$ cat src/rtl/pixel_seq_pkg.sv
`default_nettype none
// pixel_seq_pkg: state encoding, default sizes and index-width helper shared by
// the pixel_array_sequencer slice (rev 1.0).
package pixel_seq_pkg;

  localparam int NPIX_DEFAULT = 9;
  localparam int TO_W_DEFAULT = 12;

  typedef enum logic [2:0] {
    ST_IDLE  = 3'd0,
    ST_SCAN  = 3'd1,
    ST_START = 3'd2,
    ST_WAIT  = 3'd3,
    ST_DONE  = 3'd4
  } seq_state_t;

  // The index must be able to hold NPIX itself, which marks the end of a scan.
  function automatic int idx_width(input int npix);
    return $clog2(npix + 1);
  endfunction

endpackage
`default_nettype wire

$ cat src/rtl/pixel_seq_timer.sv
`default_nettype none
// pixel_seq_timer: loadable, saturating wait counter; expired flags the last
// allowed cycle of a wait when a non-zero limit is loaded (rev 1.0).
module pixel_seq_timer
  import pixel_seq_pkg::*;
#(
  parameter int TO_W = TO_W_DEFAULT
) (
  input  logic            clk,
  input  logic            rst,
  input  logic            load,
  input  logic [TO_W-1:0] limit,
  input  logic            clear,
  input  logic            enable,
  output logic            expired
);

  logic [TO_W-1:0] count;
  logic [TO_W-1:0] limit_q;

  always_ff @(posedge clk) begin
    if (rst) begin
      count   <= '0;
      limit_q <= '0;
    end else begin
      if (load) begin
        limit_q <= limit;
      end
      if (clear || load) begin
        count <= '0;
      end else if (enable && (count != '1)) begin
        count <= count + TO_W'(1);
      end
    end
  end

  assign expired = (limit_q != '0) && (count == limit_q - TO_W'(1));

endmodule
`default_nettype wire

$ cat src/rtl/pixel_array_sequencer.sv
`default_nettype none
// pixel_array_sequencer: scans enabled pixel FSMs in index order, one start at a
// time; timeout/error logic exists only with PIXEL_SEQ_TIMEOUT_EN (rev 1.0).
module pixel_array_sequencer
  import pixel_seq_pkg::*;
#(
  parameter int NPIX  = NPIX_DEFAULT,
  parameter int TO_W  = TO_W_DEFAULT,
  parameter int IDX_W = idx_width(NPIX)
) (
  input  logic             clk,
  input  logic             rst,
  input  logic             start_i,
  input  logic [NPIX-1:0]  pxl_mask_i,
  input  logic [TO_W-1:0]  timeout_i,
  input  logic [NPIX-1:0]  pxl_done_i,
  output logic [NPIX-1:0]  pxl_start_o,
  output logic [IDX_W-1:0] pxl_idx_o,
  output logic             busy_o,
  output logic             done_o,
  output logic             err_o,
  output logic [NPIX-1:0]  err_mask_o
);

  seq_state_t       state, state_nxt;
  logic [IDX_W-1:0] idx, idx_nxt;
  logic [NPIX-1:0]  mask, mask_nxt;
  logic [NPIX-1:0]  sel_onehot;
  logic             mask_bit, done_bit;
  logic             accept, tmr_clear, tmr_run, timed_out, expired;

  // Shifting out past NPIX yields zero, so idx == NPIX selects no pixel.
  assign sel_onehot = NPIX'(1) << idx;
  assign mask_bit   = |(mask & sel_onehot);
  assign done_bit   = |(pxl_done_i & sel_onehot);

  always_comb begin
    state_nxt = state;
    idx_nxt   = idx;
    mask_nxt  = mask;
    accept    = 1'b0;
    tmr_clear = 1'b0;
    tmr_run   = 1'b0;
    timed_out = 1'b0;
    case (state)
      ST_IDLE: begin
        if (start_i) begin
          accept    = 1'b1;
          mask_nxt  = pxl_mask_i;
          idx_nxt   = '0;
          state_nxt = ST_SCAN;
        end
      end
      ST_SCAN: begin
        if (idx == IDX_W'(NPIX)) begin
          state_nxt = ST_DONE;
        end else if (!mask_bit) begin
          idx_nxt = idx + IDX_W'(1);
        end else begin
          state_nxt = ST_START;
        end
      end
      ST_START: begin
        tmr_clear = 1'b1;
        state_nxt = ST_WAIT;
      end
      ST_WAIT: begin
        // Done is checked first so a same-cycle expiry never flags an error.
        if (done_bit) begin
          idx_nxt   = idx + IDX_W'(1);
          state_nxt = ST_SCAN;
        end else if (expired) begin
          timed_out = 1'b1;
          idx_nxt   = idx + IDX_W'(1);
          state_nxt = ST_SCAN;
        end else begin
          tmr_run = 1'b1;
        end
      end
      ST_DONE: state_nxt = ST_IDLE;
      default: state_nxt = ST_IDLE;
    endcase
  end

  always_ff @(posedge clk) begin
    if (rst) begin
      state       <= ST_IDLE;
      idx         <= '0;
      mask        <= '0;
      pxl_start_o <= '0;
      busy_o      <= 1'b0;
      done_o      <= 1'b0;
    end else begin
      state       <= state_nxt;
      idx         <= idx_nxt;
      mask        <= mask_nxt;
      pxl_start_o <= (state == ST_START) ? sel_onehot : '0;
      done_o      <= (state == ST_DONE);
      // Held through the cycle done_o is shown so both drop together.
      busy_o      <= (state_nxt != ST_IDLE) || (state == ST_DONE);
    end
  end

  assign pxl_idx_o = idx;

`ifdef PIXEL_SEQ_TIMEOUT_EN
  logic [NPIX-1:0] err_mask;

  pixel_seq_timer #(.TO_W(TO_W)) u_timer (
    .clk     (clk),
    .rst     (rst),
    .load    (accept),
    .limit   (timeout_i),
    .clear   (tmr_clear),
    .enable  (tmr_run),
    .expired (expired)
  );

  always_ff @(posedge clk) begin
    if (rst || accept) begin
      err_mask <= '0;
      err_o    <= 1'b0;
    end else if (timed_out) begin
      err_mask <= err_mask | sel_onehot;
      err_o    <= 1'b1;
    end
  end

  assign err_mask_o = err_mask;
`else
  logic unused_ctl;

  assign expired    = 1'b0;
  assign err_mask_o = '0;
  assign err_o      = 1'b0;
  assign unused_ctl = ^{timeout_i, accept, tmr_clear, tmr_run, timed_out};
`endif

endmodule
`default_nettype wire

$ cat config.mk
export PLATFORM = sky130hd
export DESIGN_NAME = pixel_array_sequencer
export DESIGN_NICKNAME = d
export VERILOG_FILES = /design/src/rtl/pixel_seq_pkg.sv /design/src/rtl/pixel_seq_timer.sv /design/src/rtl/pixel_array_sequencer.sv
export SDC_FILE = /design/constraint.sdc
export NUM_CORES = 1
export LEC_CHECK = 0
export CORE_MARGIN = 1.5
export CORE_UTILIZATION = 45
export DETAILED_ROUTE_END_ITERATION = 16
export PLACE_DENSITY = 0.85
export SYNTH_ARGS = -nofsm -noshare
export SYNTH_HDL_FRONTEND = slang
export SYNTH_SLANG_ARGS = --single-unit
$ cat constraint.sdc
create_clock -name clk -period 4.6 [get_ports clk]
set_input_delay 0.46 -clock clk [delete_from_list [all_inputs] [get_ports clk]]
set_output_delay 0.46 -clock clk [all_outputs]
set_load 0.1 [all_outputs]
# Word-level counts from Yosys, hierarchy flattened
# Index checks and enable logic that the tools add are counted.
# word_totals
wordCells,39
regBits,27
out_inout_bits,25
# op_classes
reduce_logical,9
n_eq_ne,9
bitwise,3
add_sub_neg,1
shifts,1
n_mux,10
# ops
op,count
$and A9 B9 Y9,2
$reduce_or A9 Y1,2
$mux W4,4
$mux W3,4
$pmux W3 S4,1
$pmux W4 S3,1
$shl A1 B4 Y9 const A,1
$ne A2 B2 Y1 const B,4
$eq A3 B2 Y1 const B,2
$reduce_bool A3 Y1,2
$reduce_and A5 Y1,1
$add A4 B1 Y4 const B,1
$eq A4 B4 Y1 const B,1
$eq A3 B1 Y1 const B,1
$eq A3 B3 Y1 const B,1
$logic_not A3 Y1,1
$reduce_and A2 Y1,1
$reduce_or A2 Y1,1
$logic_or A1 B1 Y1,1
$not A1 Y1,1

# Logic depth before layout (Yosys ltp)
# depth
word_depth,8
ltp_mapped,8
depth_no_buf,7

# Least setup slack after synthesis
# OpenSTA, ideal clock, no wires.
# synth_path
path_type,register -> register
from,"register idx[0], in the netlist pxl_idx_o[0]"
to,"register idx[1], in the netlist pxl_idx_o[1]"
n_path_buf,1
t_arrival_ps,3050
path_stages_with_launch,9
setup_ps,70
slack_ps,1480
period_less_slack_ps,3120
path_cell_list,dfxtp_1 -> inv_1 -> ha_1 -> buf_6 -> a222oi_1 -> o211ai_1 -> o32a_1 -> or4_1 -> a21oi_1
# synth_between
elab_chain_cells,5
word_cells_on_any_way,15
cone_classes,add/sub (1); eq/ne (4); shift (1); mux (4); bitwise (2); reduce/logical (3)
# synth_lines
element,line_no,text
start: declaration,pixel_array_sequencer.sv:26,"logic [IDX_W-1:0] idx, idx_nxt;"
start signal: assignment,pixel_array_sequencer.sv:95,idx <= idx_nxt;
branches (longest 5 deep; another with $add A4 B1 Y4),--,
# Several ways; the timed one is not identified. The select of a mux whose other input is x is not followed.
# A chain may end at the register's enable or synchronous reset.

# Final worst setup path
# Ends and elaborated chain as after synthesis.

==> results.py <==
metrics = {
    "logic_synthesis": {
        "ys.flop_type": "dfxtp_1",
        "async_flop_share_pct": 0,
        "synth_cell_types": 44,
        "synth-seq-cells": 27,
        "synth_top_area_share_pct": 40.6,
        "ys.warnings.count": 0,
        "synth.area.top_cells": "dfxtp_1 (41%), buf_4 (6.8%), ha_1 (5.6%)",
        "synth_edf_count": 0,
        "yosysTopAreaCell": "dfxtp_1",
        "avgSynthCellArea_um2": 8.88,
        "ys_seq_area_share_pct": 40.6,
        "netlist_instances": 150,
        "netlist_area_um2": 1330,
    },
    "timing": {
        "hold_violations": 0,
        "rsz0062_at_grt": "no",
        "slew_headroom_pct": 34.9,
        "tightest_slew_ns": 0.973,
        "setup_viol": 0,
        "tns_ns": 0,
        "slew_viol_final": 0,
        "setup_ws_ns": 1.93,
        "min_period_ns": 2.67,
        "clock_skew_ns": 0.00140,
        "min_period_over_period_pct": 58.0,
        "fmax_mhz": 375,
    },
    "setup_path": {
        "crit_required_ns": 4.85,
        "critical_path.max_fanout": 9,
        "critPathSlowestCell": "or4_1",
        "cp.arrival_ns": 2.92,
        "path_delay_family": "compound AO/OA/AOI/OAI gates",
        "r2r_cells": 7,
        "endpoint_kind": "flip-flop",
        "r2r_slack_ns": 1.93,
        "cpPeakStageDelay_ns": 0.48,
        "cp-startpoint": "pxl_idx_o[0]",
        "critPathBufInv": 1,
        "startpoint_type": "flip-flop",
        "r2r_start": "pxl_idx_o[0]",
        "r2r-end": "pxl_idx_o[1]",
        "crit_type": "flip-flop to flip-flop",
        "worstPathCellList": "inv_1 -> ha_1 -> a222oi_1 -> o211ai_1 -> o32a_1 -> or4_1 -> a21oi_1",
    },
    "grt": {
        "grt_max_degree": 23,
        "grt_usage_pct": 17.6,
        "antenna_found_initial": 0,
        "grt_pass1_vias": 1108,
        "grt.overflow.total": 0,
        "grt_pass1_wl_um": 4660,
    },
    "hold_path": {
        "holdCritPathClass": "flip-flop to flip-flop",
        "hold_end": "mask[3]",
        "hold_path_depth": 2,
        "min-delay-start": "mask[3]",
    },
    "cts": {
        "cts_max_level": 1,
        "numCtsBuffers": 3,
        "cts_sinks": 27,
        "postCtsSetupBuffers": 0,
        "cts_resized": 0,
        "clock_latency_ns": 0.32,
        "cts_root_buffer": "clkbuf_4",
        "cts_tree": "yes",
        "clk_pin_slew_ns": 0.14,
        "clock_path_buffers": 2,
        "ctsHoldBuffers": 0,
    },
    "die": {
        "die_w_um": 57.4,
        "die_h_um": 57.4,
        "core_area_um2": 2780,
        "dieArea_um2": 3290,
        "rows": 19,
        "start_util_pct": 47.9,
        "io_pins": 58,
    },
    "pwr": {
        "irDropWorstVdd_v": 0.000225,
        "p_total_uw": 472,
        "power_leakage_uw": 0.000627,
        "p_per_area_nw_per_um2": 286,
    },
    "placed_design": {
        "place_ws_ns": 1.97,
        "gp_congestion": 0.866,
        "io_buffers": 35,
        "dp_hpwl_um": 2220,
        "place_inst": 207,
    },
    "cells_and_area": {
        "final_common_cell": "clkdlybuf4s50_1",
        "final_util_pct": 59.3,
        "final_cell_mix": "clkdlybuf4s50_1 (35), dfxtp_1 (27), nand2_1 (19)",
        "diodes": 0,
        "nets": 220,
        "drive_above_1_share_pct": 6.11,
        "fin_cells": 211,
        "area_growth_pct": 23.9,
    },
    "job": {
        "cap_violations": 0,
    },
    "route": {
        "vias": 1201,
        "finalWirelength_um": 2920,
        "drt_iter0_markers": 52,
        "drc": 0,
        "wire_per_inst_um": 13.9,
        "final_antenna_net_count": 0,
        "via_per_inst": 5.69,
        "drt_first_pass_iters": 4,
    },
    "status": {
        "status": "finished clean",
    },
}
==> cell families after synthesis <==
kind of cell / count (synthesis) / synth area share [%]
AOI/OAI and AO/OA: 30 / 15.5
adders and majority gates: 6 / 5.64
buffers and inverters: 24 / 11.7
other: 1 / 0.282
muxes: 2 / 1.60
and+or+nand+nor: 60 / 24.7
DFF: 27 / 40.6
==> layer usage <==
layer	vias up	GRT usage, %	share of wire, %
met2	48	32.5	53
met3	7	2.95	6.6
met1	568	20.1	39
met4	0	6.31	1.4
met5	-	0	0
li1	578	-	-
==> area by class of cell <==
class | count | area, um2
Clock inverter | 1 | 5.00
Clock buffer | 3 | 22.5
Multi-Input combinational cell | 108 | 669
Fill cell | 249 | 1130
Inverter | 6 | 22.5
Timing Repair Buffer | 35 | 350
Sequential cell | 27 | 541
Tap cell | 31 | 38.8
==> synth_stat cells (2+ instances only) <==
cell	instances
buf_6	2
nand4b_1	3
nor4_1	3
ha_1	6
dfxtp_1	27
buf_4	12
a22oi_1	4
nand3_1	4
o211ai_1	2
nor3_1	6
inv_1	6
a21oi_1	11
nand2b_1	2
and3_1	4
nand2_1	19
and2_1	2
or4_1	2
nor2_1	4
clkbuf_1	3
or2_2	2
o31ai_1	2
and3_2	2
==> stage by stage <==
step,cell area [um2],hold WS [ns]
after detailed placement,1620,0.447
after global routing,1650,0.493
final,1650,0.465
after CTS,1650,0.466
after global placement,1620,0.443
after floorplan,1370,0.436
==> report_power, final <==
part	leakage [uW]	total, uW	internal [uW]	switching, uW
combinational	0.000389	120	35.6	84.2
clock	0.0000177	102	32.6	69.8
sequential	0.000220	249	243	6.50
total	0.000627	472	311	161
==> sequential cells by signal, summed over array words and instances, names as in the netlist <==
signal / flops
mask: 9
pxl_start_o: 9
pxl_idx_o: 4
state: 3
busy_o: 1
done_o: 1
==> worst max-delay path by stage <==
| stage | to | slack, ns | cells after the start |
|---|---|---|---|
| 2_1_floorplan | pxl_idx_o[1] | 1.48 | 8 |
| 3_3_place_gp | pxl_idx_o[1] | 2.05 | 7 |
| 3_5_place_dp | pxl_idx_o[3] | 1.97 | 7 |
| 4_1_cts | pxl_idx_o[2] | 1.93 | 1 |
| 5_1_grt | pxl_idx_o[1] | 1.74 | 7 |
| 6_report | pxl_idx_o[1] | 1.93 | 7 |
==> worst register-to-register path, cell delays in order, from the launching register on <==
cell and delay, ns:
dfxtp_1 0.46, inv_1 0.12, ha_1 0.34, a222oi_1 0.37, o211ai_1 0.24, o32a_1 0.44, or4_1 0.48, a21oi_1 0.14
(Power assumes the default switching activity.)
